## src/rtl/y86_pkg.sv

```systemverilog
// Shared Y86-64 definitions: instruction codes, the fetch FSM state type
// and the "no register" specifier.
package y86_pkg;

    localparam logic [3:0] IHALT   = 4'h0;
    localparam logic [3:0] INOP    = 4'h1;
    localparam logic [3:0] IRRMOVQ = 4'h2;
    localparam logic [3:0] IIRMOVQ = 4'h3;
    localparam logic [3:0] IRMMOVQ = 4'h4;
    localparam logic [3:0] IMRMOVQ = 4'h5;
    localparam logic [3:0] IOPQ    = 4'h6;
    localparam logic [3:0] IJXX    = 4'h7;
    localparam logic [3:0] ICALL   = 4'h8;
    localparam logic [3:0] IRET    = 4'h9;
    localparam logic [3:0] IPUSHQ  = 4'hA;
    localparam logic [3:0] IPOPQ   = 4'hB;

    localparam logic [3:0] NO_REG  = 4'hF;

    typedef enum logic [1:0] {
        IDLE,
        FETCH,
        DONE,
        ERR
    } fsm_state_t;

endpackage

```

## src/rtl/fetch_sequencer_instr_len_dec.sv

```systemverilog
// Combinational length decoder: maps an icode to its regids/valC needs,
// the total instruction length in bytes, and an invalid-opcode flag.
// Invalid opcodes report a length of 1 so the fetch stops after byte 0.
module instr_len_dec
    import y86_pkg::*;
(
    input  logic [3:0] icode,
    output logic       need_regids,
    output logic       need_valc,
    output logic [3:0] length,
    output logic       invalid
);

    // Classify the opcode and derive the byte count.
    always_comb begin
        need_regids = icode inside {IRRMOVQ, IIRMOVQ, IRMMOVQ, IMRMOVQ,
                                    IOPQ, IPUSHQ, IPOPQ};
        need_valc   = icode inside {IIRMOVQ, IRMMOVQ, IMRMOVQ, IJXX, ICALL};
        invalid     = (icode > IPOPQ);
        length      = 4'd1 + {3'b000, need_regids} + (need_valc ? 4'd8 : 4'd0);
    end

endmodule

```

## src/rtl/fetch_sequencer.sv

```systemverilog
// Byte-serial Y86-64 instruction fetch sequencer. Reads one instruction
// starting at pc_in over a one-byte request/ack memory port, decodes it and
// presents the fields with an instr_valid/out_ready handshake.
// Optional feature: define FETCH_TIMEOUT_EN to abort a fetch that waits
// TIMEOUT_CYC cycles for mem_ack (imem_error=1, sticky ERR state).
module fetch_sequencer
    import y86_pkg::*;
#(
    parameter int unsigned ADDR_W      = 64,
    parameter int unsigned TIMEOUT_CYC = 16
) (
    input  logic              clk,
    input  logic              rst_n,
    input  logic              start,
    input  logic [ADDR_W-1:0] pc_in,
    output logic              mem_req,
    output logic [ADDR_W-1:0] mem_addr,
    input  logic              mem_ack,
    input  logic [7:0]        mem_rdata,
    output logic [3:0]        icode,
    output logic [3:0]        ifun,
    output logic [3:0]        rA,
    output logic [3:0]        rB,
    output logic [63:0]       valC,
    output logic [ADDR_W-1:0] valP,
    output logic              instr_valid,
    input  logic              out_ready,
    output logic              busy,
    output logic              instr_err,
    output logic              imem_error
);

    fsm_state_t        state_q, state_d;
    logic [ADDR_W-1:0] pc_q;
    logic [3:0]        count_q;
    logic [3:0]        icode_q, ifun_q, ra_q, rb_q;
    logic [63:0]       valc_q;
    logic [ADDR_W-1:0] valp_q;
    logic              err_q, imem_err_q;

    logic [3:0]        dec_icode;
    logic              dec_regids, dec_valc, dec_invalid;
    logic [3:0]        dec_len;
    logic              last_byte;
    logic [2:0]        vidx;
    logic              timeout_hit;

    // Byte 0 is decoded straight off the bus; later bytes reuse the latched icode.
    assign dec_icode = (count_q == 4'd0) ? mem_rdata[7:4] : icode_q;

    instr_len_dec u_len_dec (
        .icode       (dec_icode),
        .need_regids (dec_regids),
        .need_valc   (dec_valc),
        .length      (dec_len),
        .invalid     (dec_invalid)
    );

    assign last_byte = (count_q == dec_len - 4'd1);
    // Position of the current byte inside the little-endian valC word.
    assign vidx      = 3'(count_q - 4'd1 - {3'b000, dec_regids});

`ifdef FETCH_TIMEOUT_EN
    localparam int unsigned WAIT_W = $clog2(TIMEOUT_CYC + 1);
    logic [WAIT_W-1:0] wait_q;

    // Count consecutive un-acked request cycles; restart on every new beat.
    always_ff @(posedge clk) begin
        if (!rst_n || state_q != FETCH || mem_ack)
            wait_q <= '0;
        else
            wait_q <= wait_q + WAIT_W'(1);
    end

    assign timeout_hit = (state_q == FETCH) && !mem_ack &&
                         (wait_q == WAIT_W'(TIMEOUT_CYC - 1));
`else
    // No watchdog: wait forever; TIMEOUT_CYC has no effect in this build.
    assign timeout_hit = 1'b0 && (TIMEOUT_CYC == 0);
`endif

    // State register.
    always_ff @(posedge clk) begin
        if (!rst_n)
            state_q <= IDLE;
        else
            state_q <= state_d;
    end

    // Next-state and memory/handshake outputs.
    always_comb begin
        state_d     = state_q;
        mem_req     = 1'b0;
        mem_addr    = '0;
        instr_valid = 1'b0;
        busy        = (state_q != IDLE);
        case (state_q)
            IDLE: begin
                if (start)
                    state_d = FETCH;
            end
            FETCH: begin
                mem_req  = 1'b1;
                mem_addr = pc_q + ADDR_W'(count_q);
                if (mem_ack && last_byte)
                    state_d = DONE;
                else if (timeout_hit)
                    state_d = ERR;
            end
            DONE: begin
                instr_valid = 1'b1;
                if (out_ready)
                    state_d = IDLE;
            end
            ERR: begin
                state_d = ERR;
            end
        endcase
    end

    // Capture returned bytes into the decoded instruction fields.
    always_ff @(posedge clk) begin
        if (!rst_n) begin
            pc_q       <= '0;
            count_q    <= '0;
            icode_q    <= '0;
            ifun_q     <= '0;
            ra_q       <= NO_REG;
            rb_q       <= NO_REG;
            valc_q     <= '0;
            valp_q     <= '0;
            err_q      <= 1'b0;
            imem_err_q <= 1'b0;
        end else begin
            case (state_q)
                IDLE: begin
                    if (start) begin
                        pc_q    <= pc_in;
                        count_q <= '0;
                        ra_q    <= NO_REG;
                        rb_q    <= NO_REG;
                        valc_q  <= '0;
                        err_q   <= 1'b0;
                    end
                end
                FETCH: begin
                    if (mem_ack) begin
                        count_q <= count_q + 4'd1;
                        if (count_q == 4'd0) begin
                            icode_q <= mem_rdata[7:4];
                            ifun_q  <= mem_rdata[3:0];
                            err_q   <= dec_invalid;
                        end else if (count_q == 4'd1 && dec_regids) begin
                            ra_q <= mem_rdata[7:4];
                            rb_q <= mem_rdata[3:0];
                        end else begin
                            valc_q[{vidx, 3'b000} +: 8] <= mem_rdata;
                        end
                        if (last_byte)
                            valp_q <= pc_q + ADDR_W'(dec_len);
                    end else if (timeout_hit) begin
                        imem_err_q <= 1'b1;
                    end
                end
                default: begin
                end
            endcase
        end
    end

    assign icode      = icode_q;
    assign ifun       = ifun_q;
    assign rA         = ra_q;
    assign rB         = rb_q;
    assign valC       = valc_q;
    assign valP       = valp_q;
    assign instr_err  = err_q;
    assign imem_error = imem_err_q;

endmodule

```

## config.mk

```make
export PLATFORM = sky130hd
export DESIGN_NAME = fetch_sequencer
export DESIGN_NICKNAME = d
export VERILOG_FILES = /design/src/rtl/y86_pkg.sv /design/src/rtl/fetch_sequencer_instr_len_dec.sv /design/src/rtl/fetch_sequencer.sv
export SDC_FILE = /design/constraint.sdc
export NUM_CORES = 1
export LEC_CHECK = 0
export ABC_AREA = 1
export CAP_MARGIN = 20
export CELL_PAD_IN_SITES_DETAIL_PLACEMENT = 0
export CELL_PAD_IN_SITES_GLOBAL_PLACEMENT = 1
export CORE_ASPECT_RATIO = 1.25
export CORE_MARGIN = 2
export CORE_UTILIZATION = 37
export DETAILED_ROUTE_END_ITERATION = 7
export PLACE_DENSITY = 0.91
export RECOVER_POWER = 50
export SYNTH_ARGS = -nofsm -noshare
export SYNTH_HDL_FRONTEND = slang
export SYNTH_HIERARCHICAL = 1
export SYNTH_SLANG_ARGS = --single-unit
```

## constraint.sdc

```tcl
create_clock -name clk -period 10.97 [get_ports clk]
set_input_delay 1.6455 -clock clk [delete_from_list [all_inputs] [get_ports clk]]
set_output_delay 1.6455 -clock clk [all_outputs]
set_load 0.01 [all_outputs]
```

==> results of run 1 <==
==> cells in the mapped netlist (3+ instances only) <==
| library cell | count | area [µm²] |
|---|---|---|
| a211oi_1 | 4 | 30.03 |
| a21oi_1 | 166 | 830.8 |
| buf_2 | 15 | 75.07 |
| buf_4 | 6 | 45.04 |
| buf_6 | 4 | 45.04 |
| clkbuf_1 | 48 | 180.2 |
| dfxtp_1 | 215 | 4304 |
| ha_1 | 21 | 262.8 |
| inv_1 | 257 | 964.7 |
| inv_2 | 5 | 18.77 |
| nand2_1 | 473 | 1775 |
| nand2_2 | 14 | 87.58 |
| nand2_4 | 3 | 33.78 |
| nand3_1 | 112 | 560.5 |
| nand3b_1 | 9 | 67.56 |
| nand4_1 | 13 | 81.33 |
| nor2_1 | 416 | 1562 |
| nor3_1 | 23 | 115.1 |
| o21ai_0 | 149 | 745.7 |
| o21bai_1 | 3 | 22.52 |
| xnor2_1 | 9 | 78.83 |
| xor2_1 | 45 | 394.1 |
==> where the power goes <==
group,leakage [nW],internal [mW],switching [mW]
registers,1.76,0.949,0.172
clock network,0.377,0.466,0.348
logic,4.88,0.536,0.980
total,7.01,1.95,1.50
==> metal layers <==
layer	up-vias	GRT usage (%)	routed length (µm)
met2	503	51.24	25290
met5	-	0	0
met4	0	17.75	3674
met3	138	3.111	2485
met1	6202	32.08	19910
li1	6866	-	-
==> final timing paths <==
kind,end,from,depth (start not counted)
worst max register to register,valC[28]$_SDFFE_PN0P_,state_q[1]$_SDFFE_PN0P_,9
worst min register to register,rA[0]$_SDFFE_PN1P_,rA[0]$_SDFFE_PN1P_,2
worst min-delay path,rA[0]$_SDFFE_PN1P_,rA[0]$_SDFFE_PN1P_,2
worst max-delay path,mem_addr[45],state_q[1]$_SDFFE_PN0P_,6
==> final cells by class <==
cell class	instances	share of cell area [%]
Inverter	263	6.027
Clock buffer	34	4.270
Sequential cell	215	26.28
Clock inverter	7	0.4278
Antenna cell	1	0.01528
Multi-Input combinational cell	1483	41.91
Timing Repair Buffer	295	17.84
Tap cell	423	3.231
==> state kept, by name, indices dropped and copies added, names as in the netlist, 2 cells and up <==
signal,cells
count_q,4
icode,4
ifun,4
pc_q,64
rA,4
rB,4
state_q,2
valC,64
valP,64
==> worst max-delay path: stages (launching register included) <==
cell,delay (ns)
dfxtp_1,0.34
inv_1,0.09
ha_1,0.79
clkbuf_1,1.60
inv_2,1.03
nor3_1,0.55
clkdlybuf4s50_1,0.61
==> logic make-up (layout without fill, tap and decap cells) <==
kind of cell,after synthesis,after routing
buffers and inverters,338,599
XOR/XNOR,55,55
AND/OR/NAND/NOR,1075,1075
adder cells (fa/ha/maj),23,23
flip-flops,215,215
other,2,3
AO/OA/AOI/OAI,328,328
==> per-stage QoR <==
| step | cell area, µm² | utilization (%) | std cells | setup WS, ns | hold WS [ns] |
|---|---|---|---|---|---|
| floorplan | 12500 | - | 2036 | 6.740 | 0.4762 |
| global placement | 15620 | 46.77 | 2679 | 5.475 | 0.4381 |
| detailed placement | 15620 | 46.77 | 2679 | 5.284 | 0.4438 |
| CTS | 16390 | 49.07 | 2720 | 5.483 | 0.4590 |
| global route | 16380 | 49.02 | 2720 | 3.369 | 0.4784 |
| finish | 16380 | 49.03 | 2721 | 3.690 | 0.4497 |
==> metrics.md, run 1 <==
| Metric | Value |
|---|---|
| Result of the run | `complete, but fails checks` |
| Violations in the final reports | `max-capacitance violations, max-slew violations` |
| Via count of the first global-routing pass | `around 13000` |
| Total routing resource utilization after global routing | `28.48%` |
| Maximum clock insertion buffer count | `3` |
| Count of buffers added by post-CTS timing repair for setup | `0` |
| Nets@finish | `between 2000 and 2500` |
| # setup viols final | `0` |
| Std-Cell Rows | `75` |
| Synth Area in Compound Gates | `a little over an eighth` |
| Routed via count | `between 10000 and 15000` |
| Simple-gate portion of the synthesized area | `35.06%` |
| Root buffer selected by CTS | `clkbuf_16` |
| Count of flip-flops with a built-in enable after synthesis | `0` |
| Most common cell after layout, fill and taps aside | `nand2_1` |
| Aggregate global routing overflow | `0` |
| Max-slew violations | `192` |
| Routed len/inst | `approximately 19 µm` |
| TritonCTS clock tree | `done` |
| Yosys warning total | `6` |
| Adder and majority gate portion of the synthesized area | `2.422%` |
| Nature of the critical path startpoint | `register` |
| Fraction of synthesized cell area in xor and xnor cells | `under 10%` |
| Area used by multi-input combinational logic | `6865 µm²` |
| Die boundary width | `between 150 and 200 µm` |
| Number of filler instances in the final layout | `roughly 3500` |
| Initial core utilization | `~37%` |
| Crit end category | `primary output` |
| FF+latch count, synth | `~220` |
| Largest net degree at the start of global routing | `79` |
| Setup Total Neg Slack | `0 ns` |
| IR Drop Worst-Case VDD | `~110 µV` |
| Initial antenna violation count | `1` |
| Data arrival time at the worst-slack endpoint | `approximately 5.6 ns` |
| GP Congestion | `between 1 and 1.5` |
| TritonCTS Buffers | `25` |
| Seq. cell area | `4304 µm²` |
| Final hold violations | `0` |
| HPWL after DPL | `about 40 mm` |
| Min cycle time layout | `7.280 ns` |
| Combinational family with the most area after synthesis | `simple AND/OR/NAND/NOR gates` |
| Pin slew with the least headroom to its limit | `3.247 ns` |
| Async set or reset register ratio after synthesis | `0%` |
| I/O pin count | `a little under 300` |
| Type of the worst min-delay path | `reg -> reg` |
| Starting DRT DRC Count | `a little under 1000` |
| Setup repair after global routing missed its margin | `no` |
| Synth Instances | `2036` |
| Worst path required time | `a little over 9 ns` |
| Synthesized net count | `2136` |
| Number of buffers added to fix hold violations after cts | `0` |
| DRT Pass-1 Iters | `6` |
| DRC violation count after routing | `0` |
| Number of instances resized during post-cts repair | `0` |
| Most frequently used flop master after synthesis | `dfxtp_1` |
| Commonest cells after routing, fill and taps aside | `473 x nand2_1, 416 x nor2_1, 257 x inv_1` |
| Latest clock arrival within the worst-skew pair | `about 0.55 ns` |
| Power, Total | `around 3.5 mW` |
| Chip height | `about 210 µm` |
| Area growth from synthesis to final layout | `31.04%` |
| Average instance area after synthesis | `6.139 µm²` |
| Post-synthesis cell type count | `41` |
| H-tree level count | `1` |
| Sequential-to-total area share from yosys stat | `34.43%` |
| Mean number of vias per cell | `just over 5` |
| Minimum setup slack among reg-to-reg paths | `between 5 and 6 ns` |
| Wire length of the first global-routing pass | `between 70 and 80 mm` |
| Antenna-violating nets left | `0` |
| Clock slew at the register clock pins of the worst setup and hold paths | `0.06 ns` |
| Aggregate routed wire length | `a little over 50 mm` |
| Number of maximum-capacitance constraint violations | `3` |
| Power density over the cells | `about 210 nW/µm²` |
| Count of port buffers added during placement | `around 290` |
| Max-slew headroom at the worst pin | `-116.4%` |
| Share of cells above drive strength 1 | `under 10%` |
| Max Fanout on Critical Path | `between 40 and 50` |
| Leak | `~7 nW` |
| Number of clock sinks | `~220` |
| Portion of the clock cycle consumed by the worst path in the final layout | `66.37%` |
| Portion of netlist area occupied by mux cells | `0%` |
| Category of the most critical setup path | `reg -> out` |
| Total die area | `between 30000 and 40000 µm²` |
| Area of the mapped netlist | `around 12000 µm²` |
| Core area | `about 33000 µm²` |
| Peak Freq | `around 140 MHz` |
| Worst Clk Skew | `around 0.011 ns` |
(Power assumes the default switching activity.)
==> run 2, diff against run 1 <==
- CORE_UTILIZATION: 37 -> 31
- PLACE_DENSITY: 0.91 -> 0.82
- clock period: 10.97 -> 6.4 ns (I/O delays scaled with it)
==> metrics.md, run 2 (same netlist as run 1, synthesis figures left out) <==
| Metric | Value |
|---|---|
| Data arrival time at the worst-slack endpoint | `3.90 ns (-1.73 ns)` |
| Beginning of the critical path | `count_q[0]$_SDFFE_PN0P_` |
| Routed len/inst | `18.93 µm (+0.30%)` |
| Crit end category | `primary output` |
| Portion of the clock cycle consumed by the worst path in the final layout | `76.01%` |
| Number of clock sinks | `215 (unchanged)` |
| Aggregate global routing overflow | `0 (unchanged)` |
| Crit path max-delay cell type | `clkdlybuf4s50_1` |
| Core area | `39910 µm² (+19%)` |
| CP peak stage delay | `0.58 ns (-1.02 ns)` |
| IR Drop Worst-Case VDD | `178.3 µV (+64%)` |
| Pin slew with the least headroom to its limit | `2.310 ns (-0.9371 ns)` |
| TritonCTS clock tree | `done` |
| Initial antenna violation count | `0 (-1)` |
| Family with the most delay on the worst path | `simple AND/OR/NAND/NOR gates` |
| Peak Freq | `205.6 MHz` |
| Final hold violations | `0 (unchanged)` |
| Maximum clock insertion buffer count | `3 (unchanged)` |
| Routed via count | `13710 (-0.029%)` |
| Commonest cells after routing, fill and taps aside | `474 x nand2_1, 416 x nor2_1, 257 x inv_1` |
| Root buffer selected by CTS | `clkbuf_16` |
| Type of the worst min-delay path | `reg -> reg` |
| Setup repair after global routing missed its margin | `no` |
| Result of the run | `complete, but fails checks` |
| H-tree level count | `1 (unchanged)` |
| Number of buffers added to fix hold violations after cts | `0 (unchanged)` |
| Clock slew at the register clock pins of the worst setup and hold paths | `0.07 ns (about the same)` |
| Setup Total Neg Slack | `0 ns (unchanged)` |
| Startpoint of the worst-slack reg-to-reg timing path | `count_q[0]$_SDFFE_PN0P_` |
| HPWL after DPL | `41.32 mm (+3.4%)` |
| Worst path required time | `5.44 ns (-3.88 ns)` |
| Mean number of vias per cell | `4.888 (-3.0%)` |
| Min cycle time layout | `~4.9 ns` |
| Latest clock arrival within the worst-skew pair | `0.56 ns (about the same)` |
| Area growth from synthesis to final layout | `31.71%` |
| Count of buffers added by post-CTS timing repair for setup | `0 (unchanged)` |
| Via count of the first global-routing pass | `13150 (+0.038%)` |
| Share of cells above drive strength 1 | `3.174% (-0.0041 points)` |
| Nets@finish | `2383 (unchanged)` |
| Violations in the final reports | `max-capacitance violations, max-slew violations` |
| Chip height | `228.5 µm (+9.1%)` |
| Number of filler instances in the final layout | `4299 (+23%)` |
| I/O pin count | `290 (unchanged)` |
| Hold Path Origin | `rA[0]$_SDFFE_PN1P_` |
| Depth of the worst register-to-register path | `20 (+11)` |
| Wire length of the first global-routing pass | `78.65 mm (+2.3%)` |
| Total die area | `41950 µm² (+19%)` |
| GP Congestion | `0.9673 (-6.2%)` |
| TritonCTS Buffers | `25 (unchanged)` |
| Number of stages on the worst hold path | `2 (unchanged)` |
| # setup viols final | `0 (unchanged)` |
| N_diodes | `0 (-1)` |
| Die boundary width | `183.6 µm (+9.0%)` |
| Number of buffers and inverters on the critical path | `3 (-1)` |
| Dpl cell area | `15730 µm² (+0.65%)` |
| Final design utilization | `41.25% (-7.8 points)` |
| Leak | `7.005 nW (-0.13%)` |
| Cell Chain, Critical Path | `ha_1 -> inv_1 -> fa_1 -> inv_1 -> nand3_1 -> nand2_1 -> nand2_1 -> nor2_1 -> nand2_1 -> nor2_1 -> o21ai_0 -> a21oi_1 -> clkdlybuf4s50_1` |
| Initial core utilization | `31.32% (-6.1 points)` |
| Number of maximum-capacitance constraint violations | `2 (-1)` |
| CP Depth | `13 (+7)` |
| Most common cell type on the critical path | `nand2_1` |
| DRC violation count after routing | `0 (unchanged)` |
| Starting DRT DRC Count | `808 (-17%)` |
| Std-Cell Rows | `82 (+9.3%)` |
| Largest net degree at the start of global routing | `88 (+11%)` |
| Number of instances resized during post-cts repair | `0 (unchanged)` |
| Max Fanout on Critical Path | `6 (-87%)` |
| Count of port buffers added during placement | `288 (unchanged)` |
| Post-layout instance area | `16460 µm² (+0.51%)` |
| Max-slew headroom at the worst pin | `-53.98% (+62 points)` |
| DRT Pass-1 Iters | `8 (+2)` |
| Total routing resource utilization after global routing | `24.67% (-3.8 points)` |
| Antenna-violating nets left | `0 (unchanged)` |
| Category of the most critical setup path | `reg -> out` |
| Aggregate routed wire length | `53.08 mm (+3.4%)` |
| Nature of the critical path startpoint | `register` |
| Power density over the cells | `359.7 nW/µm² (+71%)` |
| Max-slew violations | `117 (-39%)` |
| Most common cell after layout, fill and taps aside | `nand2_1` |
| Worst Clk Skew | `0.02635 ns (+0.01547 ns)` |
## run 2: cell types whose count changed in the layout (fill, tap and decap cells not counted)
cell             delta
diode_2             -1
buf_4               +2
clkinv_1            -1
nand2_4             -1
clkinv_2            +2
clkbuf_1            +2
o21ai_0             +1
clkinv_4            -1
dlygate4sd3_1       -2
clkdlybuf4s50_1     +2
o21ai_2             -1
clkbuf_8            -2
nand2_1             +1
inv_2               +1
## run 2: final cells by class
cell class                      count  area, µm²  area share (%)
Multi-Input combinational cell   1483       6854           41.63
Sequential cell                   215       4304           26.14
Timing Repair Buffer              295       2929           17.79
Inverter                          263      987.2           5.996
Clock buffer                       36      686.9           4.172
Tap cell                          504      630.6           3.830
Clock inverter                      8      71.32          0.4332
## run 2: per-stage QoR
stage,cells,total power [mW],hold slack [ns],setup WS (ns)
after CTS,2804,6.044,0.4593,1.549
after global routing,2804,6.344,0.4758,1.099
after floorplan,2036,3.569,0.4762,2.713
after detailed placement,2760,4.628,0.4445,1.350
final,2804,5.921,0.4494,1.535
after global placement,2760,4.595,0.4397,1.484
## run 2: power breakdown
group	internal [mW]	leakage, nW	switching [mW]
Combinational	0.914	4.88	1.68
Sequential	1.63	1.76	0.303
Clock	0.783	0.371	0.611
## run 2: worst paths after layout
check	endpoint	slack [ns]
worst max-delay path	mem_addr[62]	1.54
worst min-delay path	rA[0]$_SDFFE_PN1P_	0.45
worst max register to register	valC[33]$_SDFFE_PN0P_	1.65
worst min register to register	rA[0]$_SDFFE_PN1P_	0.45
## run 2: routing by layer
layer / part of all wire [%] / vias up / global-route usage (%)
met4: 6.5 / 0 / 14.20
met3: 5.4 / 114 / 2.964
li1: - / 6869 / -
met5: 0 / - / 0
met1: 39 / 6258 / 28.23
met2: 49 / 464 / 43.88
## run 2: worst min-delay path, cell delays in order, from the launching register on
cell and delay (ns):
dfxtp_1 0.32, nand2_1 0.05, nand3_1 0.05
